===== src/rtl/u111_dyn_bus_sizer.sv =====
// Bus-sizing cycle engine between the 68040 local bus and the Amiga bus: byte/word/long sub-cycles.
// Define TACK_TIMEOUT_EN to enable the WAIT-state timeout that forces TEA after TIMEOUT_CLKS clocks.
module u111_dyn_bus_sizer #(
  parameter int unsigned TIMEOUT_CLKS = 255,
  parameter int unsigned GAP_CLKS     = 1
) (
  input  logic        CLK80,
  input  logic        RESETn,
  input  logic        TS_CPUn,
  input  logic        RnW,
  input  logic        LBENn,
  input  logic        BGn,
  input  logic [1:0]  SIZ,
  input  logic [1:0]  A_040,
  input  logic [1:0]  PORTSIZE,
  input  logic [31:0] D_CPU_W,
  output logic [31:0] D_CPU_R,
  output logic        D_CPU_OE,
  output logic [31:0] D_BUS_W,
  output logic        D_BUS_OE,
  input  logic [31:0] D_BUS_R,
  output logic        TSn,
  output logic [1:0]  A_AMIGA,
  input  logic        TACKn,
  input  logic        TEAn,
  output logic        TA_CPUn,
  output logic        TEA_CPUn,
  output logic        TBI_CPUn,
  output logic        BUSY
);

  typedef enum logic [2:0] {S_IDLE, S_START, S_WAIT, S_GAP, S_DONE, S_ERR} state_e;

  localparam logic [2:0] GAP_LAST = 3'((GAP_CLKS == 0) ? 0 : GAP_CLKS - 1);

  if (TIMEOUT_CLKS < 1 || TIMEOUT_CLKS > 1023 || GAP_CLKS > 7) begin : g_bad_param
    $error("u111_dyn_bus_sizer: TIMEOUT_CLKS or GAP_CLKS out of range");
  end

  state_e      state_q, state_d;
  logic        rnw_q;
  logic [1:0]  siz_q, addr_q, psize_q;
  logic [31:0] wdata_q;
  logic [31:0] rdata_q, rdata_d;
  logic [1:0]  sub_q, sub_d;
  logic [2:0]  gap_q, gap_d;
`ifdef TACK_TIMEOUT_EN
  localparam logic [9:0] TMO_LIMIT = 10'(TIMEOUT_CLKS);
  logic [9:0]  tmo_q, tmo_d;
`endif

  logic        take;
  logic [2:0]  n_bytes, width, step;
  logic [1:0]  lane_mask, sub_addr, lane_off;
  logic [4:0]  done_bytes;
  logic        last_sub;
  logic [2:0]  act_lo, act_hi;
  logic [31:0] rd_shift, rd_merge;

  assign take = (state_q == S_IDLE) && !TS_CPUn && LBENn && !BGn;

  // Line transfers move as a long; lane_mask is ~(W-1) restricted to the two address bits.
  always_comb begin
    case (siz_q)
      2'b01:   n_bytes = 3'd1;
      2'b10:   n_bytes = 3'd2;
      default: n_bytes = 3'd4;
    endcase
    case (psize_q)
      2'b01:   begin width = 3'd2; lane_mask = 2'b10; end
      2'b10:   begin width = 3'd1; lane_mask = 2'b11; end
      default: begin width = 3'd4; lane_mask = 2'b00; end
    endcase
  end

  assign step       = (width < n_bytes) ? width : n_bytes;
  assign sub_addr   = addr_q + 2'({1'b0, sub_q} * step);
  assign lane_off   = sub_addr & lane_mask;
  assign done_bytes = ({3'b000, sub_q} + 5'd1) * {2'b00, step};
  assign last_sub   = done_bytes >= {2'b00, n_bytes};
  assign act_lo     = {1'b0, sub_addr};
  assign act_hi     = act_lo + step;

  // Lane 0 is D31..24, so moving CPU lane L down to bus lane L-off is a left shift.
  assign D_BUS_W  = wdata_q << {lane_off, 3'b000};
  assign rd_shift = D_BUS_R >> {lane_off, 3'b000};

  always_comb begin
    rd_merge = rdata_q;
    for (int l = 0; l < 4; l++) begin
      if (3'(l) >= act_lo && 3'(l) < act_hi) begin
        rd_merge[31-8*l -: 8] = rd_shift[31-8*l -: 8];
      end
    end
  end

  // NOTE: every signal written here gets its default first, so no path can infer a latch.
  always_comb begin
    state_d = state_q;
    sub_d   = sub_q;
    gap_d   = gap_q;
    rdata_d = rdata_q;
`ifdef TACK_TIMEOUT_EN
    tmo_d   = tmo_q;
`endif
    case (state_q)
      S_IDLE: begin
        if (take) begin
          state_d = S_START;
          sub_d   = '0;
          rdata_d = '0;
        end
      end
      S_START: begin
        state_d = S_WAIT;
`ifdef TACK_TIMEOUT_EN
        tmo_d   = '0;
`endif
      end
      S_WAIT: begin
        if (!TEAn) begin
          state_d = S_ERR;
        end else if (!TACKn) begin
          if (rnw_q) rdata_d = rd_merge;
          if (last_sub) begin
            state_d = S_DONE;
          end else begin
            sub_d   = sub_q + 2'd1;
            gap_d   = '0;
            state_d = (GAP_CLKS == 0) ? S_START : S_GAP;
          end
        end
`ifdef TACK_TIMEOUT_EN
        else begin
          tmo_d = tmo_q + 10'd1;
          if (tmo_d == TMO_LIMIT) state_d = S_ERR;
        end
`endif
      end
      S_GAP: begin
        if (gap_q == GAP_LAST) state_d = S_START;
        else                   gap_d   = gap_q + 3'd1;
      end
      default: state_d = S_IDLE;
    endcase
  end

  // NOTE: clocked state uses non-blocking assignments only; the latched request and data
  // registers are reset too, so every output is defined straight out of reset.
  always_ff @(posedge CLK80 or negedge RESETn) begin
    if (!RESETn) begin
      state_q <= S_IDLE;
      rnw_q   <= 1'b1;
      siz_q   <= '0;
      addr_q  <= '0;
      psize_q <= '0;
      wdata_q <= '0;
      rdata_q <= '0;
      sub_q   <= '0;
      gap_q   <= '0;
`ifdef TACK_TIMEOUT_EN
      tmo_q   <= '0;
`endif
    end else begin
      state_q <= state_d;
      rdata_q <= rdata_d;
      sub_q   <= sub_d;
      gap_q   <= gap_d;
`ifdef TACK_TIMEOUT_EN
      tmo_q   <= tmo_d;
`endif
      if (take) begin
        rnw_q   <= RnW;
        siz_q   <= SIZ;
        addr_q  <= A_040;
        psize_q <= PORTSIZE;
        wdata_q <= D_CPU_W;
      end
    end
  end

  assign TSn      = (state_q != S_START);
  assign A_AMIGA  = sub_addr;
  assign D_BUS_OE = !rnw_q && (state_q == S_START || state_q == S_WAIT);
  assign D_CPU_R  = rdata_q;
  assign D_CPU_OE = (state_q == S_DONE) && rnw_q;
  assign TA_CPUn  = (state_q != S_DONE);
  assign TBI_CPUn = !((state_q == S_DONE) && (siz_q == 2'b11));
  assign TEA_CPUn = (state_q != S_ERR);
  assign BUSY     = (state_q != S_IDLE);

endmodule


===== config.mk =====
export PLATFORM = sky130hd
export DESIGN_NAME = u111_dyn_bus_sizer
export DESIGN_NICKNAME = d
export VERILOG_FILES = /design/src/rtl/u111_dyn_bus_sizer.sv
export SDC_FILE = /design/constraint.sdc
export NUM_CORES = 1
export LEC_CHECK = 0
export BUFFER_PORTS_ARGS = -buffer_cell sky130_fd_sc_hd__buf_2
export CORE_MARGIN = 2
export CORE_UTILIZATION = 56
export DETAILED_ROUTE_END_ITERATION = 16
export GPL_TIMING_DRIVEN = 0
export PLACE_DENSITY = 0.86
export SETUP_SLACK_MARGIN = 0.3
export SLEW_MARGIN = 20
export SYNTH_ARGS = -nofsm -noshare
export SYNTH_HDL_FRONTEND = slang
export SYNTH_SLANG_ARGS = --single-unit

===== constraint.sdc =====
create_clock -name CLK80 -period 14.13 [get_ports CLK80]
set_clock_uncertainty 0.15 [all_clocks]
set_input_delay 0.7065 -clock CLK80 [delete_from_list [all_inputs] [get_ports CLK80]]
set_output_delay 0.7065 -clock CLK80 [all_outputs]
set_load 0.02 [all_outputs]

==> results.txt <==
Gpl congestion -> 0.904
Largest area contributor in the netlist -> dfrtp_1
Cell mode on critical path -> ha_1
Power per cell area -> 289 mW/mm^2
CTS Buf Count -> 9
Synth top area share -> 40.0%
Core ar. -> 0.00859 mm^2
CP startpoint kind -> flop
Register area share after synthesis -> 40.5%
CP required -> 13270 ps
Via/cell ratio -> 5.95
Cells after synthesis -> 468
Max cap viols -> 0
Final net count -> 730
Status -> complete, no violations
Post-synth EDFFs -> 0
H-tree levels -> 3
Sequential Power Share -> 22.8%
DRC violation total after the first TritonRoute iteration -> 193
Worst-Skew Late Latency -> 350 ps
Placed insts -> 727
Most numerous cell in the Yosys netlist -> dfrtp_1
CTS Root Cell -> clkbuf_8
Reg2Reg Depth -> 17
Setup Fix Bufs, Post-CTS -> 0
Slew headroom -> 48.0%
Ys Warns -> 0
DIE AREA -> 0.00948 mm^2
Clk pwr share -> 10.5%
Ys flop type -> dfrtp_1
Tightest Hold Check Type -> input port to asynchronous set/reset pin
First-pass GRT wire length -> 21900 um
Finished Layout Cells -> 742
Global route total overflow -> 0
Largest net degree at the start of global routing -> 42
Rows -> 34
Initial antenna violation count -> 0
Max IR drop VDD -> 0.000199 V
CP Capture Type -> output port
Switching Power -> 0.851 mW
Fill count -> 681
Slew @ Worst Pin -> 760 ps
Post-synth cell types -> 56
Die Y -> 97.3 um
Post-Syn Nets -> 568
Post-CTS Resized -> 0
R2r setup slk -> 8850 ps
First-pass iteration count of the detailed router -> 5
HPWL Detailed -> 10300 um
Diodes inserted -> 0
Final Hold Viols -> 0
Max-slew violations -> 0
Setup violators final -> 0
Vias -> 4412
Clock sinks -> 79
Chip Width -> 97.3 um
Buffers on Ports -> 150
CP max FO -> 10
Crit path max-delay family -> buffers and inverters
Crit-path max cell delay -> 590 ps
Hold_buf cts -> 0
Avg Inst Size Synth -> 10.4 um^2
Synth Cell Area -> 0.00488 mm^2
Clock buffer depth -> 2
Setup CP Type -> flop to output port
Area grow syn2layout -> 22.9%
Tmin final -> 5490 ps
Number of global-route vias before repair -> 4445
Drt drc -> 0
Post-route setup TNS -> 0 ps
Leak -> 3.19 nW
GR Util All Layers -> 29.1%
Post-Route WL -> 13700 um
Crit path buffers/inverters -> 4
Tcrit/Tclk final -> 38.9%
Worst setup startpoint -> psize_q[0]
RSZ-0062 raised after global routing -> false
FF-to-FF Start -> psize_q[0]
R2r endpoint -> sub_q[1]
CP arrival -> 4630 ps
WL/cell -> 18.4 um
FF+latch count, synth -> 79
Comb pwr share -> 66.8%
Synth top area cells -> dfrtp_1 (40%), mux2_2 (13%), mux2i_1 (8.2%)
Sw Share -> 49.1%
Async SR Flop Fraction -> 100%
CP cell instances -> inv_1, ha_1, ha_1, and3b_1, o32a_1, and2_1, ha_1, nand2_1, buf_1, buf_1, nor2_1, o2bb2ai_1, buf_2
Share of post-route cells with drive strength above 1 -> 39.0%
# IOs -> 151
Slowest CP cell -> buf_1
Routed Antenna Nets -> 0
Initial Utilization -> 56.8%
Most instantiated cells after synthesis -> dfrtp_1 (78), nand2_1 (57), mux2_2 (55)
WHS -> 188 ps
Reg clk slew, reported paths -> 80 ps
Int Pwr -> 0.881 mW
TritonCTS clock tree -> yes
Max Clk Rate -> 182 MHz
-- cells in the final DEF, fill, tap and decap left out, types with 2 or more instances in the layout --
cell,synthesis,layout
o2bb2ai_1,8,8
o211ai_1,2,2
nor2_1,27,27
and3_1,26,26
ha_1,19,19
nand3_1,9,9
mux2_4,8,8
clkbuf_8,0,9
o21a_1,2,2
xor2_1,2,2
mux2_2,55,55
dfrtp_1,78,78
inv_1,22,22
buf_2,6,155
nor3_1,2,2
xnor2_1,2,2
bufinv_16,0,2
o32ai_1,2,2
nand2b_1,8,8
nor2b_1,5,5
a31oi_1,3,3
a32oi_1,6,6
buf_1,6,6
clkbuf_1,10,10
and2_1,6,6
mux2i_1,40,40
fa_1,3,3
a32o_1,2,2
a22o_1,7,7
buf_4,1,2
clkinv_2,0,2
o31a_1,2,2
nand2_1,57,57
buf_6,3,3
a21oi_1,10,10
o21ai_0,6,6
-- registers in the layout (all words and copies together), names as in the netlist --
name,count
wdata_q,32
rnw_q,1
state_q,3
addr_q,2
gap_q,3
siz_q,2
D_CPU_R,32
psize_q,2
sub_q,2
-- through the flow --
stage	setup slack, ps	area (um^2)	power (mW)	util, %
floorplan	9320	4880	1.20	-
global placement	9110	5770	1.49	67.1
detailed placement	8980	5790	1.54	67.4
CTS	8690	6000	1.73	69.8
global route	8380	6000	1.85	69.8
finish	8640	6000	1.73	69.8
-- how the worst max path moves through the flow --
stage / to / slack [ps] / depth (start not counted)
finish: D_BUS_W[20] / 8640 / 13
global route: D_BUS_W[31] / 8380 / 14
CTS: D_BUS_W[20] / 8690 / 13
detailed placement: sub_q[1] / 8980 / 17
global placement: sub_q[1] / 9110 / 17
floorplan: D_CPU_R[24] / 9320 / 19
-- power by group through the flow --
stage	Combinational [mW]	Clock, mW	Sequential [mW]
after floorplan	0.785	0	0.412
after global placement	1.10	0	0.389
after detailed placement	1.14	0	0.397
after CTS	1.15	0.183	0.392
after global routing	1.25	0.194	0.405
final	1.16	0.181	0.394
-- layer usage --
layer  GRT usage [%]  routed length, um
met1            35.3               5440
met5               0                  0
met4            10.9                330
met3            6.91               1140
met2            50.4               6760
-- cell families (layout without fill, tap and decap cells) --
logic type | Yosys count | in the layout | share of synthesized area (%)
flops | 79 | 79 | 40.5
buf+inv | 48 | 214 | 4.38
compound gates | 58 | 58 | 8.95
simple gates | 153 | 153 | 15.6
mux | 103 | 103 | 23.4
xor+xnor | 5 | 5 | 1.05
fa+ha+maj | 22 | 22 | 6.10
-- cell type report --
class	count	area [um^2]	share of cell area, %
clock inverter	6	86.3	1.44
sequential	79	1980	33.0
buffer	26	131	2.19
timing repair buffer	151	773	12.9
multi-input combinational	341	2690	44.8
inverter	22	82.6	1.38
tap	108	135	2.25
clock buffer	9	124	2.07
(Power assumes the default switching activity.)
